==> config.mk <==
export PLATFORM = sky130hd
export DESIGN_NAME = tmr_scrub_ctrl
export DESIGN_NICKNAME = d
export VERILOG_FILES = /design/src/rtl/tmr_scrub_pkg.sv /design/src/rtl/tmr_majority_voter.sv /design/src/rtl/tmr_scrub_ctrl.sv
export SDC_FILE = /design/constraint.sdc
export NUM_CORES = 1
export LEC_CHECK = 0
export BUFFER_PORTS_ARGS = -buffer_cell sky130_fd_sc_hd__buf_2
export CORE_ASPECT_RATIO = 1.25
export CORE_MARGIN = 2
export CORE_UTILIZATION = 50
export DETAILED_ROUTE_END_ITERATION = 8
export GPL_TIMING_DRIVEN = 0
export PLACE_DENSITY = 0.75
export SYNTH_ARGS = -nofsm -noshare
export SYNTH_HDL_FRONTEND = slang
export SYNTH_SLANG_ARGS = --single-unit
==> constraint.sdc <==
create_clock -name clk -period 3 [get_ports clk]
set_input_delay 0.45 -clock clk [delete_from_list [all_inputs] [get_ports clk]]
set_output_delay 0.45 -clock clk [all_outputs]
set_load 0.05 [all_outputs]
==> src/rtl/tmr_scrub_pkg.sv <==
// Shared types for the TMR scrub controller: FSM state encoding, error counter
// width and the saturating increment used by the statistics logic.
package tmr_scrub_pkg;

  localparam int ERR_CNT_W = 16;

  typedef enum logic [2:0] {
    IDLE,
    READ,
    VOTE,
    WRITE,
    NEXT,
    DONE
  } scrub_state_t;

  function automatic logic [ERR_CNT_W-1:0] sat_inc(input logic [ERR_CNT_W-1:0] v);
    return (&v) ? v : v + ERR_CNT_W'(1);
  endfunction

endpackage

==> src/rtl/tmr_majority_voter.sv <==
// Bitwise 2-of-3 majority voter for triplicated words; purely combinational.
// mismatch flags any disagreement between the three copies.
module tmr_majority_voter #(
  parameter int DATA_W = 8
) (
  input  logic [DATA_W-1:0] a,
  input  logic [DATA_W-1:0] b,
  input  logic [DATA_W-1:0] c,
  output logic [DATA_W-1:0] voted,
  output logic              mismatch
);

  assign voted    = (a & b) | (b & c) | (a & c);
  assign mismatch = (a != b) || (b != c);

endmodule

==> src/rtl/tmr_scrub_ctrl.sv <==
// Scrubber for an A/B/C triplicated bank: walks every address, votes the three
// copies and rewrites disagreeing words, yielding to functional accesses.
module tmr_scrub_ctrl
  import tmr_scrub_pkg::*;
#(
  parameter int DEPTH    = 16,
  parameter int ADDR_W   = 4,
  parameter int DATA_W   = 8,
  parameter int PERIOD_W = 16
) (
  input  logic                 clk,
  input  logic                 rstn,
  input  logic                 scrub_req,
  input  logic                 cfg_auto,
  input  logic [PERIOD_W-1:0]  cfg_period,
  input  logic                 usr_req,
  output logic [ADDR_W-1:0]    bank_addr,
  output logic                 bank_rd_en,
  input  logic [DATA_W-1:0]    bank_rdA,
  input  logic [DATA_W-1:0]    bank_rdB,
  input  logic [DATA_W-1:0]    bank_rdC,
  output logic                 bank_wr_en,
  output logic [DATA_W-1:0]    bank_wr_data,
  output logic                 busy,
  output logic                 done,
  input  logic                 err_clr,
  output logic [ERR_CNT_W-1:0] err_cnt,
  output logic                 err_flag,
  output logic [ADDR_W-1:0]    last_err_addr
);

  localparam logic [ADDR_W-1:0] LAST_ADDR = ADDR_W'(DEPTH - 1);

  scrub_state_t        state;
  logic [PERIOD_W-1:0] timer;
  logic [DATA_W-1:0]   voted;
  logic                mismatch;
  logic                auto_en;
  logic                fire;

  tmr_majority_voter #(
    .DATA_W(DATA_W)
  ) u_voter (
    .a        (bank_rdA),
    .b        (bank_rdB),
    .c        (bank_rdC),
    .voted    (voted),
    .mismatch (mismatch)
  );

  assign auto_en = cfg_auto && (cfg_period != '0);
  assign fire    = scrub_req || (auto_en && (timer == cfg_period - PERIOD_W'(1)));

  // Strobes must drop in the very cycle a user access or reset appears,
  // so they are decoded from the registered state rather than registered.
  assign bank_rd_en = rstn && (state == READ)  && !usr_req;
  assign bank_wr_en = rstn && (state == WRITE) && !usr_req;

  always_ff @(posedge clk) begin
    if (!rstn) begin
      state         <= IDLE;
      timer         <= '0;
      bank_addr     <= '0;
      bank_wr_data  <= '0;
      busy          <= 1'b0;
      done          <= 1'b0;
      err_cnt       <= '0;
      err_flag      <= 1'b0;
      last_err_addr <= '0;
    end else begin
      done <= 1'b0;
      if (err_clr) begin
        err_cnt  <= '0;
        err_flag <= 1'b0;
      end

      case (state)
        IDLE: begin
          if (fire) begin
            timer     <= '0;
            bank_addr <= '0;
            busy      <= 1'b1;
            state     <= READ;
          end else if (auto_en) begin
            timer <= timer + PERIOD_W'(1);
          end else begin
            timer <= '0;
          end
        end

        READ: begin
          if (!usr_req) state <= VOTE;
        end

        VOTE: begin
          if (mismatch) begin
            bank_wr_data  <= voted;
            // A coincident clear is applied before this correction is counted.
            err_cnt       <= sat_inc(err_clr ? {ERR_CNT_W{1'b0}} : err_cnt);
            err_flag      <= 1'b1;
            last_err_addr <= bank_addr;
            state         <= WRITE;
          end else begin
            state <= NEXT;
          end
        end

        WRITE: begin
          if (!usr_req) state <= NEXT;
        end

        NEXT: begin
          if (bank_addr == LAST_ADDR) begin
            done  <= 1'b1;
            state <= DONE;
          end else begin
            bank_addr <= bank_addr + ADDR_W'(1);
            state     <= READ;
          end
        end

        DONE: begin
          busy      <= 1'b0;
          bank_addr <= '0;
          state     <= IDLE;
        end

        default: state <= IDLE;
      endcase
    end
  end

endmodule

After elaboration in Yosys (flattened, before gate mapping)
Cells that the tools add are included.
Word-level totals
  flip-flop bits (word level): 54
  input bits: 46
  logic and storage cells: 71
Operators by class
  $add $sub $neg: 4
  eq/ne operators: 13
  mux-type cells: 21
  bitwise gates (word level): 5
  reduce and logical (&&, ||, !) cells: 19
Operators with widths (count)
  16-bit 2-to-1 mux: 6
  16-bit by 1-bit adder with 16-bit output, second input constant: 2
  8-bit bitwise AND: 3
  16-bit equality test: 1
  8-bit != test: 2
  8-bit OR: 2
  16-bit AND reduction: 1
  16-bit nonzero test: 1
  16-bit by 1-bit subtractor with 16-bit output, second input constant: 1
  3-bit 2-to-1 mux: 5
  3-bit one-hot mux with 5 select lines: 1
  4-bit one-hot mux with 3 select lines: 1
  4-bit 2-to-1 mux: 2
  2-bit != test, second input constant: 4
  3-bit by 2-bit equality test with 1-bit output, second input constant: 2
  3-bit equality test, second input constant: 2
  1-bit logical AND: 6
  2-bit AND reduction: 3
  3-bit AND reduction: 2
  1-bit 2-to-1 mux: 5
  4-bit by 1-bit adder with 4-bit output, second input constant: 1
  4-bit equality test, second input constant: 1
  3-bit by 1-bit equality test with 1-bit output, second input constant: 1
  3-bit logical NOT: 1
  5 further kinds: 6

Longest topological paths before layout
Gate-level depths: netlist of the first run.
  depth after elaboration: 6
  gate-level depth with buffers: 11

Hierarchy
From an unflattened synthesis of the first run, not the netlist that was laid out.
Second synthesis, totals
  cell total of the unflattened synthesis: 462
  area, all modules: 3611.0 µm²
By module, submodules not included
  tmr_scrub_ctrl: times used 1, cells an instance 433, area an instance 3309.4 µm², seq. area each 1081.0 µm²
  tmr_majority_voter: times used 1, cells an instance 29, area an instance 301.5 µm², seq. area each 0.0 µm²

Worst setup path after synthesis of the first run
Ideal clock, no wire load.
  path kind: input port to flip-flop
  from: input cfg_period[2]
  to: register bank_addr[2]
  setup time: 116 ps
  data arrival time: 2579 ps
  slack: 306 ps
  stages on the path: 8
  cell sequence: nor4_4 > nand4_2 > or4_1 > o211ai_1 > nor4b_4 > nand3_2 > a21o_1 > a31o_1
On the way
  word-level cells in the longest chain between the ends: 6
  elaborated cells between the ends (all ways): 8
RTL lines
  start, declared: line tmr_scrub_ctrl.sv:15  | input logic [PERIOD_W-1:0] cfg_period,
  16-bit by 1-bit subtractor with 16-bit output or 16-bit nonzero test (tied branches): line tmr_scrub_ctrl.sv:52, tmr_scrub_ctrl.sv:51
  16-bit equality test or 1-bit logical AND (tied branches): line tmr_scrub_ctrl.sv:52, tmr_scrub_ctrl.sv:51
  1-bit logical AND (*): line tmr_scrub_ctrl.sv:52  | assign fire = scrub_req || (auto_en && (timer == cfg_period - PERIOD_W'(1)));
  1-bit logical OR (*): line tmr_scrub_ctrl.sv:52
  2-bit != test (no source line) (*)
  3-bit AND reduction (no source line) (*)
  end signal, assigned: line tmr_scrub_ctrl.sv:117  | bank_addr <= bank_addr + ADDR_W'(1);
  end, declared: line tmr_scrub_ctrl.sv:17  | output logic [ADDR_W-1:0] bank_addr,
Mark *: on every way between the ends. The rest lies on a longest branch, timed or not.
A chain may end at the register's enable or synchronous reset.

Worst setup path in the final report of the first run
  from: input cfg_period[5]
  to: register timer[13]
On the way
  word-level cells in the longest chain between the ends: 5
  elaborated cells between the ends (all ways): 8
RTL lines
  16-bit by 1-bit subtractor with 16-bit output or 16-bit nonzero test (tied branches): line tmr_scrub_ctrl.sv:52, tmr_scrub_ctrl.sv:51
  16-bit equality test or 1-bit logical AND (tied branches): line tmr_scrub_ctrl.sv:52, tmr_scrub_ctrl.sv:51
  1-bit logical AND: line tmr_scrub_ctrl.sv:52
  1-bit logical OR: line tmr_scrub_ctrl.sv:52
  16-bit 2-to-1 mux (*): line tmr_scrub_ctrl.sv:79  | if (fire) begin
  end signal, assigned: line tmr_scrub_ctrl.sv:85  | timer <= timer + PERIOD_W'(1);
  end, declared: line tmr_scrub_ctrl.sv:35  | logic [PERIOD_W-1:0] timer;
Marks and branches as above.

==> metrics, run 1 <==
TritonCTS Sinks 54; post-synthesis net count roughly 520; # IOs slightly above 80; Routed WL per cell between 10 and 15 um; R2R Setup Slk between 0.3 and 0.4 ns; critical-path cell list buf_2 > nor4_4 > nand4_2 > or4_1 > o211ai_1 > nor4b_4 > buf_4 > nand3_2 > buf_2 > a31oi_1 > o21ai_0; starting DRC count in detailed routing just over 100; fin. max-slew vios 0; vias in the first global route roughly 3400; Rows 34; setup_tns 0 ns; family with the most delay on the worst path simple AND/OR/NAND/NOR gates; Nets roughly 610; vias about 3700; initial antenna violation count 0; filler cell count in the final layout ~660; Syn Inst Count about 450; status finished, final reports clean; die area 0.00794 mm2; share of post-route cells with drive strength above 1 18.9%; commonest non-fill, non-tap cell in the layout buf_2; number of remaining DRC errors 0; mean area per synthesized cell roughly 8.1 um2; Worst-Skew Late Latency between 0.3 and 0.4 ns; iteration count of the initial detailed-routing pass 4; Crit path top cell by count buf_2; hold crit path type primary input to register; initial core utilization between 50% and 60%; crit-path max FO 10; asr flop ratio synth 0%; fin crit period ~2.9 ns; Synth Warn # 0; placer congestion estimate 0.852; Core ar. around 0.007 mm2; CP peak stage delay between 0.5 and 0.6 ns; Post-synth EDFFs 0; largest net degree at the start of global routing 17; CP required 3.19 ns; hold path startpoint usr_req; synth unique cells between 50 and 60; CP startpoint kind primary input; die width approximately 80 um; Buf+Inv Stages, Crit Path 3; crit share post-route around 96%; CTS clk-pin slew, worst paths approximately 0.090 ns; WP data arrival approximately 3 ns; worst hold path depth 4; Layout area overhead 17.6%; total CTS buffers 5; Relative slew margins 53.1%; Reg2Reg Capture Point timer[15]; switching power 507 uW; clock tree buffer depth 2; sequential share of the synthesized area ~30%; Internal 1030 uW; Hold EP state[2]; Power Total 1530 uW; GRT Util Overall 23.3%; reg2reg path depth 7; H-tree Lvls 2; fmax about 350 MHz; total wire length 9.43 mm; Port Buffer Count between 80 and 90; CP endpoint kind register; max_cap viols 0; power share of the clock group 26.5%; Final ANT Viol Nets 0; most frequent cells in the layout 83 x buf_2, 54 x dfxtp_1, 37 x nor2_1; flops & latches, synth between 50 and 60; Logic pwr share 24.7%; DR vias/cell about 5.9; Main synth FF type dfxtp_1; CTS tree built; Setup violations, final 0; Overflow after GRT 0; Cell Pwr Density approximately 360 mW/mm2; Worst Skew 0.00677 ns; worst-margin pin slew between 0.6 and 0.7 ns; Setup CP Type primary input to register; static leakage roughly 0.0018 uW; DP HPWL ~7.3 mm; Fin. Hold Viols 0; worst r2r src state[1]; Root Driver clkbuf_8; first-pass GRT wire length roughly 15 mm; synthesized area 0.00362 mm2; Crit-path slowest cell or4_1; sequential power share around 50%; n_diodes 0; switch share 33.0%; worst vdd ir approximately 170 uV; die height just under 100 um
[registers in the layout (all words and copies together), names as in the netlist]
name / flops
err_cnt: 16
timer: 16
bank_wr_data: 8
bank_addr: 4
last_err_addr: 4
state: 3
busy: 1
done: 1
err_flag: 1
[cell usage after synthesis, types with 3 or more instances]
master | number | share of area [%]
a211oi_1 | 10 | 2.1
a31oi_1 | 8 | 1.4
nand3_1 | 23 | 3.2
nor3_1 | 12 | 1.7
o311ai_1 | 6 | 1.5
nand4_1 | 20 | 3.5
nand2b_1 | 7 | 1.2
nand3b_1 | 3 | 0.62
and3_1 | 7 | 1.2
xor2_1 | 10 | 2.4
nand2_1 | 35 | 3.6
xnor2_1 | 25 | 6.0
nor2_1 | 37 | 3.8
o21ai_0 | 16 | 2.2
and2_1 | 10 | 1.7
o211a_1 | 8 | 2.2
or3_1 | 5 | 0.86
ha_1 | 21 | 7.3
inv_1 | 13 | 1.3
a21oi_1 | 12 | 1.7
mux2i_1 | 7 | 1.9
a31o_1 | 4 | 0.97
dfxtp_1 | 54 | 30
nand4b_1 | 3 | 0.73
o211ai_1 | 4 | 0.83
nor4_1 | 12 | 2.1
a2111oi_0 | 6 | 1.5
o21ai_1 | 8 | 1.1
nor2b_1 | 14 | 2.4
clkbuf_1 | 21 | 2.2
[what timing repair did]
action,in CTS,in global routing
setup buffers,0,5
setup endpoints to repair,0,22
hold buffers,0,0
resized for setup,0,0
[metrics by stage]
step / instance area, um2 / setup WS, ns / cells / utilization, % / hold slack, ns
after floorplan: 3620 / 0.306 / 448 / - / 0.466
after global placement: 4140 / -0.215 / 619 / 59.3 / 0.477
after detailed placement: 4140 / -0.294 / 619 / 59.3 / 0.481
after CTS: 4220 / 0.0339 / 626 / 60.5 / 0.481
after global routing: 4260 / -0.0348 / 631 / 61.0 / 0.501
final: 4260 / 0.126 / 631 / 61.0 / 0.492
[worst max path at each step]
stage	start	end	slack [ns]	depth (start not counted)
3_3_place_gp	cfg_period[2]	timer[2]	-0.22	10
5_1_grt	cfg_period[5]	timer[13]	-0.03	11
3_5_place_dp	cfg_period[2]	timer[2]	-0.29	10
6_report	cfg_period[5]	timer[13]	0.13	11
4_1_cts	cfg_period[2]	timer[13]	0.03	10
2_1_floorplan	cfg_period[2]	bank_addr[2]	0.31	8
[final cells by class]
class                      instances  area [um2]  area share (%)
buffer                            24        92.6            2.17
clock inverter                     2        13.8           0.323
tap                               90         113            2.64
inverter                          13        48.8            1.15
sequential                        54        1080            25.4
clock buffer                       5        68.8            1.62
timing repair buffer              86         443            10.4
multi-input combinational        357        2400            56.3
[power groups by stage]
| stage | logic (uW) | registers (uW) | clock network (uW) |
|---|---|---|---|
| 6_report | 379 | 748 | 407 |
| 5_1_grt | 414 | 750 | 453 |
| 4_1_cts | 372 | 748 | 418 |
| 3_5_place_dp | 369 | 764 | 0 |
| 3_3_place_gp | 361 | 764 | 0 |
| 2_1_floorplan | 201 | 812 | 0 |
[worst reg2reg max path, delay by kind of cell, from the launching register on]
family          cells  cell delay, ns
buf+inv             2            0.66
simple gates        4            1.45
flops               1            0.31
compound gates      1            0.17
[per-layer routing]
metal  track usage [%]  routed length, um
met5                 0                  0
met4              8.74                159
met3              2.99                507
met2              43.4               4870
met1              26.5               3890
[cells by family after synthesis]
logic type / count (synthesis) / synth area share, %
AND/OR/NAND/NOR: 199 / 30.0
AO/OA/AOI/OAI: 93 / 18.0
flip-flops: 54 / 29.9
buffers and inverters: 37 / 3.90
XOR/XNOR: 35 / 8.47
adder cells (fa/ha/maj): 21 / 7.26
multiplexers: 9 / 2.56
Power figures use the tool's default switching activity.
==> run 2, diff against run 1 <==
SYNTH_HIERARCHICAL = 1   (was default)
==> metrics, run 2 <==
Power Total 1520 uW (-1.1%); Nets 615 (+1.2%); fin. max-slew vios 0 (unchanged); starting DRC count in detailed routing 276 (+170%); DR vias/cell 5.79 (-2.3%); CP required 3.18 ns (about the same); Main synth FF type dfxtp_1; Internal 1080 uW (+5.4%); crit-path max FO 10 (unchanged); iteration count of the initial detailed-routing pass 6 (+2); initial core utilization 51.8% (-0.14 points); static leakage 0.00165 uW (-8.7%); power share of the clock group 32.0% (+5.5 points); Logic pwr share 19.4% (-5.3 points); biggest regs err_cnt x16, timer x16, bank_wr_data x8; sequential share of the synthesized area 29.9% (+0.083 points); CP startpoint kind primary input; placer congestion estimate 0.910 (+6.8%); most frequent cell after synthesis nand2_1; Root Driver clkbuf_8; status finished, final reports clean; area share of the largest cell type after synthesis 29.9% (+0.083 points); Worst-Skew Late Latency 0.30 ns (about the same); Layout area overhead 17.6% (about the same); Cell Pwr Density 357 mW/mm2 (-0.80%); clock tree buffer depth 2 (unchanged); initial antenna violation count 0 (unchanged); Relative slew margins 41.7% (-11 points); TritonCTS Sinks 54 (unchanged); Fin. Hold Viols 0 (unchanged); largest net degree at the start of global routing 16 (-1); # IOs 83 (unchanged); synth unique cells 54 (+3.8%); Synth area leader dfxtp_1; vias 3700 (-1.1%); Rows 34 (unchanged); met1 Resource Use GR 27.0% (+0.52 points); die area 0.00792 mm2 (-0.26%); reg2reg path depth 7 (unchanged); worst-margin pin slew 0.866 ns (+0.167 ns); asr flop ratio synth 0% (unchanged); worst r2r src state[1]; CP endpoint kind register; crit share post-route 95.9% (+0.096 points); vias in the first global route 3481 (+1.7%); R2R Setup Slk 0.36 ns (about the same); met3 usage 4.30% (+1.3 points); die width 80.0 um (-0.13%); Critical Path Source cfg_period[8]; Setup CP Type primary input to register; setup_tns 0 ns (unchanged); Port Buffer Count 79 (-2.5%); WP data arrival 3.06 ns (about the same); Syn Inst Count 462 (+3.1%); Hold EP bank_wr_data[2]; Overflow after GRT 0 (unchanged); CTS Hold Bufs 0 (unchanged); CTS tree built; fmax 348 MHz (-0.10%); Final ANT Viol Nets 0 (unchanged); Core ar. 0.00698 mm2 (unchanged); Routed WL per cell 14.8 um (-1.0%); mean area per synthesized cell 7.82 um2 (-3.3%); met2 usage 44.0% (+0.58 points); most frequent cells in the layout 79 x buf_2, 65 x nand2_1, 54 x dfxtp_1; top post-synthesis cells by area dfxtp_1 30%, ha_1 7.3%, nand2_1 6.8%, xnor2_1 6.3%, nor2_1 4.5%; Setup violations, final 0 (unchanged); Setup Buffers After CTS 0 (unchanged); Post-synth EDFFs 0 (unchanged); commonest non-fill, non-tap cell in the layout buf_2; hold crit path type register to register; number of remaining DRC errors 0 (unchanged); post-synthesis net count 529 (+2.7%); Worst Skew 0.00873 ns (+0.00196 ns); Most Crowded Layer GR met2; top cells by count, synth 65 x nand2_1, 54 x dfxtp_1, 43 x nor2_1; max_cap viols 0 (unchanged); sequential power share 48.6% (-0.2 points); synthesized area 0.00361 mm2 (-0.28%); H-tree Lvls 2 (unchanged); DP HPWL 7.25 mm (-0.22%); worst vdd ir 400 uV (+130%); die height 99.0 um (-0.13%); n_diodes 0 (unchanged); flops & latches, synth 54 (unchanged); fin crit period 2.88 ns (+0.00289 ns); hold path startpoint bank_wr_data[2]; first-pass GRT wire length 15.4 mm (+1.9%); total wire length 9.45 mm (+0.23%); GRT Util Overall 23.6% (+0.34 points); switching power 435 uW (-14%); total CTS buffers 5 (unchanged); Reg2Reg Capture Point err_cnt[7]; Synth Warn # 6 (+6); share of post-route cells with drive strength above 1 19.3% (+0.45 points); worst hold path depth 2 (-2); CTS clk-pin slew, worst paths 0.09 ns (about the same); switch share 28.7% (-4.4 points)
[run 2: changes by cell type in the layout (fill, tap and decap cells not counted), sizes merged, moves of 9 or more]
cell	delta
nand2	+30
a21oi	+16
o211ai	+10
o21ai	-10
nor2b	-9
[run 2: routing by layer]
layer | up-vias | wire [um]
met2 | 108 | 4880
met5 | - | 0
met3 | 11 | 444
met1 | 1729 | 4000
met4 | 0 | 119
li1 | 1852 | -
[run 2: worst max-delay path: stages]
cell and delay [ns]:
buf_2 0.14, nor4_1 0.75, nand4_1 0.24, xnor2_1 0.31, nand4_1 0.14, or4_1 0.48
buf_4 0.20, buf_6 0.15, o211ai_1 0.08, o21ai_0 0.11
[run 2: final cells by class]
cell class,instances,area [um2]
clock buffer,7,76.3
multi-input combinational,374,2390
inverter,10,37.5
clock inverter,1,30.0
timing repair buffer,79,395
tap,90,113
sequential,54,1080
fill,657,2730
buffer,24,124
[run 2: worst max-delay path by stage]
stage / endpoint / depth (start not counted)
after floorplan: bank_addr[2] / 9
after global placement: bank_addr[2] / 10
after detailed placement: bank_addr[2] / 10
after CTS: bank_addr[1] / 10
after global routing: timer[12] / 10
final: timer[13] / 10
[run 2: kinds of logic (layout without fill, tap and decap cells)]
group	count (synthesis)	count (layout)	synth area share, %
AND/OR/NAND/NOR	226	226	32.1
buffers and inverters	34	121	4.47
adder cells (fa/ha/maj)	21	21	7.28
AO/OA/AOI/OAI	89	89	16.8
XOR/XNOR	35	35	8.49
flip-flops	54	54	29.9
multiplexers	3	3	0.901
[run 2: timing repair]
item | 4_1_cts | 5_1_grt
gates resized for setup | 2 | 3
hold endpoints to repair | 0 | 0
pin swaps | 0 | 1
cloned | 0 | 0
setup endpoints to repair | 3 | 8
[run 2: power groups by stage]
| stage | Sequential, uW | Clock [uW] | Combinational, uW |
|---|---|---|---|
| 2_1_floorplan | 783 | 0 | 159 |
| 3_3_place_gp | 754 | 0 | 281 |
| 3_5_place_dp | 754 | 0 | 288 |
| 4_1_cts | 738 | 495 | 292 |
| 5_1_grt | 739 | 522 | 320 |
| 6_report | 737 | 485 | 295 |
[run 2: per-stage QoR]
step / std cells / util [%] / hold slack, ns / instance area (um2) / worst slack [ns]
final: 639 / 60.9 / 0.453 / 4250 / 0.123
after detailed placement: 631 / 59.0 / 0.443 / 4120 / -0.439
after CTS: 639 / 60.8 / 0.456 / 4240 / 0.00999
after global placement: 631 / 59.0 / 0.440 / 4120 / -0.403
after floorplan: 462 / - / 0.473 / 3610 / 0.119
after global routing: 639 / 60.9 / 0.488 / 4250 / -0.0189
